### src/rtl/operand_arb_mux.sv
// rtl/operand_arb_mux.sv - N-channel operand selector with fixed/round-robin arbitration and a registered output stage
module operand_arb_mux #(
    parameter  int WIDTH  = 16,
    parameter  int NUM_CH = 4,
    localparam int SEL_W  = $clog2(NUM_CH)
) (
    input  logic                    clk,
    input  logic                    rst_n,
    input  logic [NUM_CH*WIDTH-1:0] in_data,
    input  logic [NUM_CH-1:0]       in_valid,
    output logic [NUM_CH-1:0]       in_ready,
    input  logic                    mode,
    input  logic [SEL_W-1:0]        sel,
    output logic [WIDTH-1:0]        out_data,
    output logic [SEL_W-1:0]        out_ch,
    output logic                    out_valid,
    input  logic                    out_ready
);

    localparam int NPAD = 1 << SEL_W;

    logic             free;
    logic [SEL_W-1:0] ptr;
    logic [SEL_W-1:0] grant;
    logic             gvalid;
    logic [SEL_W-1:0] rr_grant;
    logic [NPAD-1:0]  valid_pad;
    logic [SEL_W-1:0] ptr_next;

    assign free      = !out_valid || out_ready;
    // Padding lets sel index safely when NUM_CH is not a power of two.
    assign valid_pad = NPAD'(in_valid);

    // Walk the scan order backwards so the earliest requester wins the last write.
    always_comb begin
        int idx;
        rr_grant = '0;
        idx      = 0;
        for (int k = NUM_CH - 1; k >= 0; k--) begin
            idx = int'(ptr) + k;
            if (idx >= NUM_CH) begin
                idx = idx - NUM_CH;
            end
            if (in_valid[idx]) begin
                rr_grant = SEL_W'(idx);
            end
        end
    end

    always_comb begin
        grant  = '0;
        gvalid = 1'b0;
        if (mode) begin
            grant  = rr_grant;
            gvalid = |in_valid;
        end else if (int'(sel) < NUM_CH && valid_pad[sel]) begin
            grant  = sel;
            gvalid = 1'b1;
        end
    end

    always_comb begin
        in_ready = '0;
        if (rst_n && free && gvalid) begin
            in_ready = NUM_CH'(1) << grant;
        end
    end

    assign ptr_next = (int'(grant) == NUM_CH - 1) ? '0 : grant + 1'b1;

    always_ff @(posedge clk or negedge rst_n) begin
        if (!rst_n) begin
            out_valid <= 1'b0;
            out_data  <= '0;
            out_ch    <= '0;
            ptr       <= '0;
        end else if (free) begin
            if (gvalid) begin
                out_valid <= 1'b1;
                out_data  <= in_data[grant*WIDTH +: WIDTH];
                out_ch    <= grant;
                ptr       <= ptr_next;
            end else begin
                out_valid <= 1'b0;
            end
        end
    end

endmodule

### config.mk
export PLATFORM = sky130hd
export DESIGN_NAME = operand_arb_mux
export DESIGN_NICKNAME = d
export VERILOG_FILES = /design/src/rtl/operand_arb_mux.sv
export SDC_FILE = /design/constraint.sdc
export NUM_CORES = 1
export LEC_CHECK = 0
export ABC_AREA = 1
export CORE_UTILIZATION = 31
export DETAILED_ROUTE_END_ITERATION = 8
export GPL_ROUTABILITY_DRIVEN = 1
export GPL_TIMING_DRIVEN = 0
export PLACE_DENSITY = 0.61
export SYNTH_ARGS = -nofsm -noshare
export SYNTH_HDL_FRONTEND = slang
export SYNTH_SLANG_ARGS = --single-unit
### constraint.sdc
create_clock -name clk -period 2.88 [get_ports clk]
set_clock_uncertainty 0.15 [all_clocks]
set_input_delay 0.432 -clock clk [delete_from_list [all_inputs] [get_ports clk]]
set_output_delay 0.432 -clock clk [all_outputs]
set_load 0.02 [all_outputs]
After elaboration in Yosys (flattened, before gate mapping)
Index checks and enable logic that the tools add are counted.
{"block": "word_totals", "input_bits": 74, "ff_bits": 21}
{"block": "op_classes", "n_shift": 2, "n_addsub": 8, "eq_ne": 1, "n_lt_le_gt_ge": 9, "n_reduce_logical": 6, "muxes": 29}
{"cell": "less-than comparator 32 x 4 -> 1 bit (second input constant)", "count": 4}
{"cell": "two-way mux 32 bit", "count": 4}
{"cell": "indexed part select 64 x 7 -> 16 bit", "count": 1}
{"cell": "two-way mux 2 bit", "count": 7}
{"cell": "two-way mux 1 bit", "count": 12}
{"cell": "subtractor 3 x 3 -> 4 bit (second input constant)", "count": 3}
{"cell": "binary-select mux 1 bit (select 2 bit)", "count": 5}
{"cell": ">= comparator 3 bit (second input constant)", "count": 3}
{"cell": "adder 2 x 2 -> 3 bit (second input constant)", "count": 2}
{"cell": "two-way mux 4 bit", "count": 1}
{"cell": "OR reduction 4 bit", "count": 1}
{"cell": "<< shifter 1 x 2 -> 4 bit (first input constant)", "count": 1}
{"cell": "subtractor 2 x 3 -> 4 bit (second input constant)", "count": 1}
{"cell": "adder 2 x 1 -> 3 bit (second input constant)", "count": 1}
{"cell": ">= comparator 2 x 3 -> 1 bit (second input constant)", "count": 1}
{"cell": "less-than comparator 2 x 3 -> 1 bit (second input constant)", "count": 1}
{"cell": "adder 2 x 1 -> 2 bit (second input constant)", "count": 1}
{"cell": "equality test 2 x 1 -> 1 bit (second input constant)", "count": 1}
{"cell": "logical AND 1 bit", "count": 2}
{"cell": "AND reduction 2 bit", "count": 1}
{"cell": "zero test 1 bit", "count": 1}
{"cell": "logical OR 1 bit", "count": 1}

Logic depth before layout (Yosys ltp)
Gate-level depths: netlist (run 1).
{"block": "logic_depth", "ltp_word": 13, "depth_mapped": 16}

Worst setup path before layout (run 1)
Ideal clock, no wire load.
{"block": "synth_path", "kind": "register to output", "start": "reg ptr[0]", "end": "out in_ready[1]", "stages_incl_launch_ff": 13, "t_arrival_ns": 1.873, "n_path_buf": 3, "setup_slack_ns": 0.425, "path_cell_list": "dfrtp_1 > buf_6 > nand2_1 > nor2_1 > nor2_2 > nand3_2 > nand2_1 > nand2_1 > nand3_2 > nand2_2 > buf_6 > buf_6 > nor3_1"}
{"block": "synth_via", "elab_chain_cells": 13, "elab_cells_between_ends": 34, "cone_classes": "7 x add/sub; 4 x order compare; 1 x shift; 22 x mux"}
{"element": "from (decl)", "line_no": "23", "source": "logic [SEL_W-1:0] ptr;"}
{"element": "from (signal assigned)", "line_no": "82", "source": "ptr <= ptr_next;"}
{"element": "adder 2 x 2 -> 3 bit", "line_no": "40", "source": "idx = int'(ptr) + k;"}
{"element": "subtractor 3 x 3 -> 4 bit / >= comparator 3 bit (equally long branches)", "line_no": "42, 41"}
{"element": "two-way mux 32 bit", "line_no": "41", "source": "if (idx >= NUM_CH) begin"}
{"element": "binary-select mux 1 bit (select 2 bit)", "line_no": "44", "source": "if (in_valid[idx]) begin"}
{"element": "two-way mux 1 bit (implied by the code) (2 in a row)", "line_no": "44"}
{"element": "two-way mux 2 bit (3 in a row)", "line_no": "44"}
{"element": "two-way mux 2 bit *", "line_no": "44"}
{"element": "two-way mux 2 bit *", "line_no": "53", "source": "if (mode) begin"}
{"element": "<< shifter 1 x 2 -> 4 bit *", "line_no": "65", "source": "in_ready = NUM_CH'(1) << grant;"}
{"element": "two-way mux 4 bit *", "line_no": "64", "source": "if (rst_n && free && gvalid) begin"}
{"element": "to (decl)", "line_no": "11", "source": "output logic [NUM_CH-1:0] in_ready,"}
Mark *: on every way between the ends. The rest lies on a longest branch, timed or not. The select of a mux whose other input is x is not followed.

Final worst setup path (run 1)
{"block": "layout_path", "start": "in sel[1]", "end": "out in_ready[2]"}
{"block": "layout_via", "elab_chain_cells": 6, "elab_cells_between_ends": 9, "cone_classes": "1 x shift; 7 x mux; 1 x reduce/logical"}
{"element": "from (decl)", "line_no": "13", "source": "input logic [SEL_W-1:0] sel,"}
{"element": "binary-select mux 1 bit (select 2 bit)", "line_no": "56", "source": "end else if (int'(sel) < NUM_CH && valid_pad[sel]) begin"}
{"element": "two-way mux 1 bit (implied by the code)", "line_no": "56"}
{"element": "two-way mux 2 bit / two-way mux 1 bit (equally long branches)", "line_no": "56"}
{"element": "two-way mux 2 bit / two-way mux 1 bit (equally long branches)", "line_no": "53"}
{"element": "<< shifter 1 x 2 -> 4 bit / logical AND 1 bit (equally long branches)", "line_no": "65, 64"}
{"element": "two-way mux 4 bit *", "line_no": "64"}
Marks and branches as above.

==> results of run 1 <==
[cells in the final DEF, fill, tap and decap left out, types with 2 or more instances in the layout]
cell | netlist | routed
nor3_2 | 0 | 3
inv_1 | 66 | 61
inv_2 | 2 | 7
nor2_1 | 8 | 7
clkdlybuf4s50_1 | 0 | 85
nand2_2 | 2 | 3
nand2_4 | 1 | 2
clkbuf_8 | 0 | 3
nand2_1 | 101 | 99
buf_2 | 4 | 5
buf_4 | 1 | 6
o21ai_2 | 1 | 2
dlygate4sd2_1 | 0 | 4
o211ai_2 | 3 | 3
dfrtp_1 | 21 | 21
nand3_1 | 54 | 54
nand3_2 | 6 | 6
buf_6 | 6 | 8
dlymetal6s2s_1 | 0 | 3
o211ai_1 | 9 | 9
nor2_2 | 2 | 3
[power groups by stage]
stage / Combinational [mW] / Clock [mW] / Sequential, mW
5_1_grt: 1.65 / 0.218 / 0.541
3_3_place_gp: 1.43 / 0 / 0.524
2_1_floorplan: 0.738 / 0 / 0.669
3_5_place_dp: 1.44 / 0 / 0.524
6_report: 1.49 / 0.195 / 0.521
4_1_cts: 1.50 / 0.204 / 0.523
[sequential cells by signal (all words and copies together), names as in the netlist]
| register | count |
|---|---|
| out_data | 16 |
| out_ch | 2 |
| ptr | 2 |
| out_valid | 1 |
[routing by layer]
layer / vias up / routed length (um)
met3: 6 / 147
met1: 977 / 2690
met4: 0 / 55
li1: 1140 / -
met2: 41 / 2710
met5: - / 0
[cell families after synthesis]
kind of cell | count (synthesis) | synth area share (%)
buf+inv | 81 | 19.3
compound gates | 21 | 9.04
flops | 21 | 27.9
fa+ha+maj | 1 | 0.665
simple gates | 179 | 43.1
[cell type report]
class / count / area, um2 / area share, %
multi-input combinational: 201 / 1030 / 33.8
timing repair buffer: 100 / 985 / 32.3
sequential: 21 / 526 / 17.2
inverter: 69 / 264 / 8.67
buffer: 12 / 103 / 3.37
tap: 75 / 93.8 / 3.08
clock buffer: 4 / 45.0 / 1.48
[worst max-delay path by stage]
stage	from	endpoint	slack, ns
floorplan	ptr[0]	in_ready[1]	0.43
global placement	in_valid[2]	in_ready[3]	-0.66
detailed placement	in_valid[2]	in_ready[3]	-0.68
CTS	in_valid[0]	in_ready[3]	0.002
global route	ptr[0]	in_ready[3]	0.002
finish	sel[1]	in_ready[2]	0.14
[through the flow]
stage               std cells  power, mW  utilization [%]  setup TNS, ns  setup WS, ns
global placement          474       1.95             49.9          -2.25        -0.658
global route              482       2.40             51.8              0       0.00194
detailed placement        474       1.96             49.9          -2.30        -0.685
finish                    482       2.21             51.8              0         0.136
CTS                       482       2.23             51.4              0       0.00173
floorplan                 303       1.41                -              0         0.425
[critical path: stages]
cell             delay, ns
clkdlybuf4s50_1       0.44
inv_1                 0.07
o211ai_1              0.12
a21oi_2               0.18
or2_4                 0.15
nand2_4               0.06
buf_6                 0.14
inv_2                 0.08
nand2_2               0.09
nor3_2                0.22
buf_4                 0.17
[timing repair]
item                                    4_1_cts  5_1_grt
gates resized for setup                      37        9
buffers inserted                              4        0
hold buffers                                  0        0
pin swaps                                     6        3
endpoints found under the setup margin        4        4
==> flow_metrics.py, run 1 <==
metrics = {
    "setup_path": {
        "cp-end-kind": "primary output",
        "worst_setup_path_start_kind": "input pin",
        "arrival_ns": 2.16,
        "reg2regPathDepth": 11,
        "r2r-start": "ptr[0]",
        "worst_ep_required_time_ns": 2.30,
        "worstReg2RegEnd": "out_data[3]",
        "rrSetupSlack_ns": 0.75,
        "critPathKind": "in2out",
        "crit_fanout": 10,
    },
    "logic_synthesis": {
        "yosysWarnings": 0,
        "synthArstFlopShare_pct": 100,
        "netlist_instances": 303,
        "synth_area_leaders": "dfrtp_1, nand2_1, nand3_1, inv_1, o211ai_1",
        "syn_area_per_cell_um2": 6.21,
        "ys_types": 28,
        "ys_top_cells_by_count": "nand2_1, inv_1, nand3_1",
        "synth_edf_count": 0,
        "synth_top_area_share_pct": 27.9,
        "yosys.area.top_type": "dfrtp_1",
        "ys.flop_type": "dfrtp_1",
        "yosysMostFrequentCell": "nand2_1",
        "syn_nets": 378,
        "synth_area_um2": 1880,
        "yosys_register_bits": 21,
        "yosysSeqAreaShare_pct": 27.9,
    },
    "sta": {
        "period_share_pct": 95.3,
        "slew_headroom_pct": 31.2,
        "setup_viol": 0,
        "max_freq_mhz": 364,
        "worstMarginPinSlew_ns": 1.03,
        "fin_crit_ns": 2.74,
        "finalHoldWorstSlack_ns": 0.190,
        "hold_viol_final": 0,
        "finalMaxSlewViolations": 0,
        "grt_setup_unrepaired": "false",
    },
    "clock_tree": {
        "worstSkewPairLatency_ns": 0.26,
        "tritoncts": "built",
        "cts.sinks": 21,
        "clockRootBuffer": "clkbuf_8",
        "cts_max_level": 1,
        "cts_max_path_buffers": 2,
        "clkSlewWorstSetupHoldPaths_ns": 0.08,
        "numCtsBuffers": 3,
    },
    "die": {
        "die_w_um": 79.9,
        "num_rows": 28,
        "start_util_pct": 32.0,
        "core-area_um2": 5890,
        "die_area_um2": 6390,
        "die_h_um": 79.9,
        "ios": 97,
    },
    "worst_hold_path": {
        "hp-class": "in2async",
    },
    "grt": {
        "grt.busiest_layer": "met2",
        "antenna_found_initial": 0,
        "grt_use_met2_pct": 31.2,
        "grt_pass1_wl_mm": 9.18,
        "grt_pass1_vias": 2067,
        "grt_max_degree": 23,
        "grt_use_met1_pct": 24.2,
        "track_usage_pct": 18.2,
        "grt_overflow_total": 0,
        "grt_use_met3_pct": 1.49,
    },
    "flow_run": {
        "max-cap-violations": 0,
    },
    "detailed_routing": {
        "finalWirelength_mm": 5.61,
        "vias_per_cell": 4.49,
        "detail_route.wl_per_cell_um": 11.6,
        "vias": 2164,
        "first_iter_violations": 69,
        "drc": 0,
        "drtPass1Iterations": 4,
        "antenna_left": 0,
    },
    "pwr": {
        "power_density_nw_per_um2": 725,
        "clockPowerShare_pct": 8.8,
        "internal_power_mw": 1.19,
        "seqPwrFrac_pct": 23.6,
        "p_sw_mw": 1.01,
        "swShare_pct": 45.9,
        "combPwrFrac_pct": 67.5,
        "power_leakage_nw": 1.62,
        "vdd_drop_max_v": 0.000506,
    },
    "finish": {
        "post-route-cell-area_um2": 3050,
        "drive_above_1_share_pct": 14.0,
        "fillers": 607,
        "antenna_cells": 0,
        "syn2layout_area_growth_pct": 61.9,
        "final_nets": 483,
    },
    "placement": {
        "hpwl_mm": 4.42,
        "port_buffers": 96,
        "placed_area_um2": 2940,
        "gp_congestion": 0.852,
    },
    "outcome": {
        "outcome": "finished clean",
    },
}
Note: power is estimated with default switching activity, not from simulation.
==> run 2: changes to the inputs <==
PLACE_DENSITY = 0.64   (was 0.61)
clock period = 2.25 ns   (was 2.88 ns; I/O delays follow)
==> run 2 against run 1 <==
  * The flow now finishes with violations (setup timing)
  * Non-clock buffer count rose by 12
  * Sequential share of layout area fell by 1.5 points
  * Via count rose by 5.8%
  * Largest power group unchanged
==> flow_metrics.py, run 2 (synthesized netlist as in run 1, its figures left out) <==
metrics = {
    "grt": {
        "track_usage_pct": 19.7,
        "grt_max_degree": 23,
        "grt_pass1_wl_mm": 9.87,
        "antenna_found_initial": 0,
        "grt.busiest_layer": "met2",
        "grt_overflow_total": 0,
        "grt_use_met1_pct": 25.5,
        "grt_use_met2_pct": 35.1,
        "grt_use_met3_pct": 2.06,
        "grt_pass1_vias": 2156,
    },
    "outcome": {
        "outcome": "complete, but fails checks",
        "violations": "setup timing",
    },
    "setup_path": {
        "worst_ep_required_time_ns": 1.76,
        "crit_fanout": 5,
        "rrSetupSlack_ns": 0.06,
        "reg2regPathDepth": 14,
        "critPathKind": "reg2out",
        "arrival_ns": 2.05,
        "path_cells": "buf_6 -> nand2_4 -> nand3_4 -> nand2_2 -> nand3_4 -> nand2_2 -> nand2_2 -> nand3_4 -> nand2_4 -> buf_6 -> buf_8 -> nor3_4 -> buf_6",
        "crit_end": "in_ready[1]",
        "crit_cells": 13,
        "path_delay_family": "simple AND/OR/NAND/NOR gates",
        "cp_slowest_cell": "dfrtp_1",
        "r2r-start": "ptr[0]",
        "cp-end-kind": "primary output",
        "worstReg2RegEnd": "out_data[12]",
        "worst-path-buf-inv": 4,
        "worst_setup_path_start_kind": "flop",
        "critPathMaxStageDelay_ns": 0.44,
        "crit_start": "ptr[0]",
    },
    "die": {
        "die_w_um": 79.9,
        "die_area_um2": 6390,
        "die_h_um": 79.9,
        "start_util_pct": 32.0,
        "core-area_um2": 5890,
        "ios": 97,
        "num_rows": 28,
    },
    "sta": {
        "period_share_pct": 113,
        "fin_setup_tns_ns": -1.10,
        "fin_crit_ns": 2.54,
        "finalHoldWorstSlack_ns": 0.255,
        "finalMaxSlewViolations": 0,
        "slew_headroom_pct": 24.6,
        "max_freq_mhz": 394,
        "grt_setup_unrepaired": "true",
        "fin_ws_ns": -0.289,
        "hold_viol_final": 0,
        "worstMarginPinSlew_ns": 1.13,
        "setup_viol": 4,
    },
    "pwr": {
        "design_power_total_mw": 3.30,
        "combPwrFrac_pct": 71.8,
        "internal_power_mw": 1.76,
        "power_leakage_nw": 1.72,
        "seqPwrFrac_pct": 20.6,
        "power_density_nw_per_um2": 985,
        "vdd_drop_max_v": 0.000589,
        "swShare_pct": 46.6,
        "clockPowerShare_pct": 7.6,
        "p_sw_mw": 1.54,
    },
    "finish": {
        "final_cells": 494,
        "finish.utilization_pct": 56.9,
        "final_cell_mix": "nand2_1, clkdlybuf4s50_1, inv_1, nand3_1, dfrtp_1",
        "top_regs": "out_data (16), out_ch (2), ptr (2)",
        "drive_above_1_share_pct": 21.2,
        "antenna_cells": 0,
        "largest_register": "out_data",
        "syn2layout_area_growth_pct": 78.0,
        "post-route-cell-area_um2": 3350,
        "final_nets": 495,
        "layout_commonest_cell": "nand2_1",
        "largest_reg_flops": 16,
    },
    "placement": {
        "placed_area_um2": 2940,
        "place_ws_ns": -1.16,
        "gp_congestion": 0.833,
        "hpwl_mm": 4.42,
        "dp.cells": 474,
        "port_buffers": 96,
    },
    "detailed_routing": {
        "detail_route.wl_per_cell_um": 12.5,
        "vias_per_cell": 4.64,
        "drc": 0,
        "first_iter_violations": 62,
        "antenna_left": 0,
        "finalWirelength_mm": 6.19,
        "vias": 2290,
        "drtPass1Iterations": 4,
    },
    "flow_run": {
        "max-cap-violations": 0,
    },
    "clock_tree": {
        "worstSkewPairLatency_ns": 0.26,
        "cts_max_level": 1,
        "cts_max_path_buffers": 2,
        "tritoncts": "built",
        "numCtsBuffers": 3,
        "clockRootBuffer": "clkbuf_8",
        "clkSlewWorstSetupHoldPaths_ns": 0.08,
        "hold_buffers": 0,
        "cts.sinks": 21,
    },
    "worst_hold_path": {
        "hp-class": "in2async",
    },
}
==> run 2: changes by cell type in the layout (fill, tap and decap cells not counted), moves of 4 or more <==
cell           before  now
dlygate4sd2_1       4    8
buf_4               6   15
nor2_4              1    6
nand2_2             3    8
nand2_1            99   88
nand3_4             0    4
nand2_4             2    7
==> run 2: cell type report <==
class                   count  area, um2
plain buffers              10       97.6
clock buffers               3       41.3
clock inverters             1       5.00
fillers                   547       2540
inverters                  69        274
multi-input cells         201       1210
flip-flops and latches     21        527
well taps                  75       93.8
repair buffers            114       1100
==> run 2: power by group through the flow <==
stage,Clock (mW),Sequential (mW),Combinational (mW)
after global placement,0,0.667,1.83
after floorplan,0,0.856,0.950
after detailed placement,0,0.668,1.87
final,0.252,0.680,2.37
after CTS,0.256,0.677,2.24
after global routing,0.281,0.708,2.58
==> run 2: worst min path at each step <==
| stage | from | slack, ns | cells past startpoint | endpoint |
|---|---|---|---|---|
| 2_1_floorplan | rst_n | -0.11 | 0 | out_ch[0] |
| 5_1_grt | rst_n | 0.35 | 1 | out_data[12] |
| 4_1_cts | rst_n | 0.31 | 1 | out_data[12] |
| 3_3_place_gp | out_data[14] | 0.31 | 2 | out_data[14] |
| 6_report | rst_n | 0.25 | 1 | out_data[12] |
| 3_5_place_dp | out_data[11] | 0.32 | 2 | out_data[11] |
==> run 2: timing repair <==
| item | 4_1_cts | 5_1_grt |
|---|---|---|
| gates cloned | 1 | 0 |
| gates resized for setup | 80 | 18 |
| buffers inserted | 14 | 3 |
| pin swaps | 17 | 12 |
| setup endpoints to repair | 9 | 19 |
==> run 2: per-layer routing <==
layer	share of wire (%)	vias up
met5	0	-
met4	1.1	0
met3	3.4	6
met2	51	58
met1	45	1058
li1	-	1168
==> run 2: worst register-to-register path, delay by kind of cell (launching register included) <==
family	cells	cell delay [ns]
flops	1	0.44
compound gates	1	0.22
simple gates	8	0.66
buf+inv	5	0.68
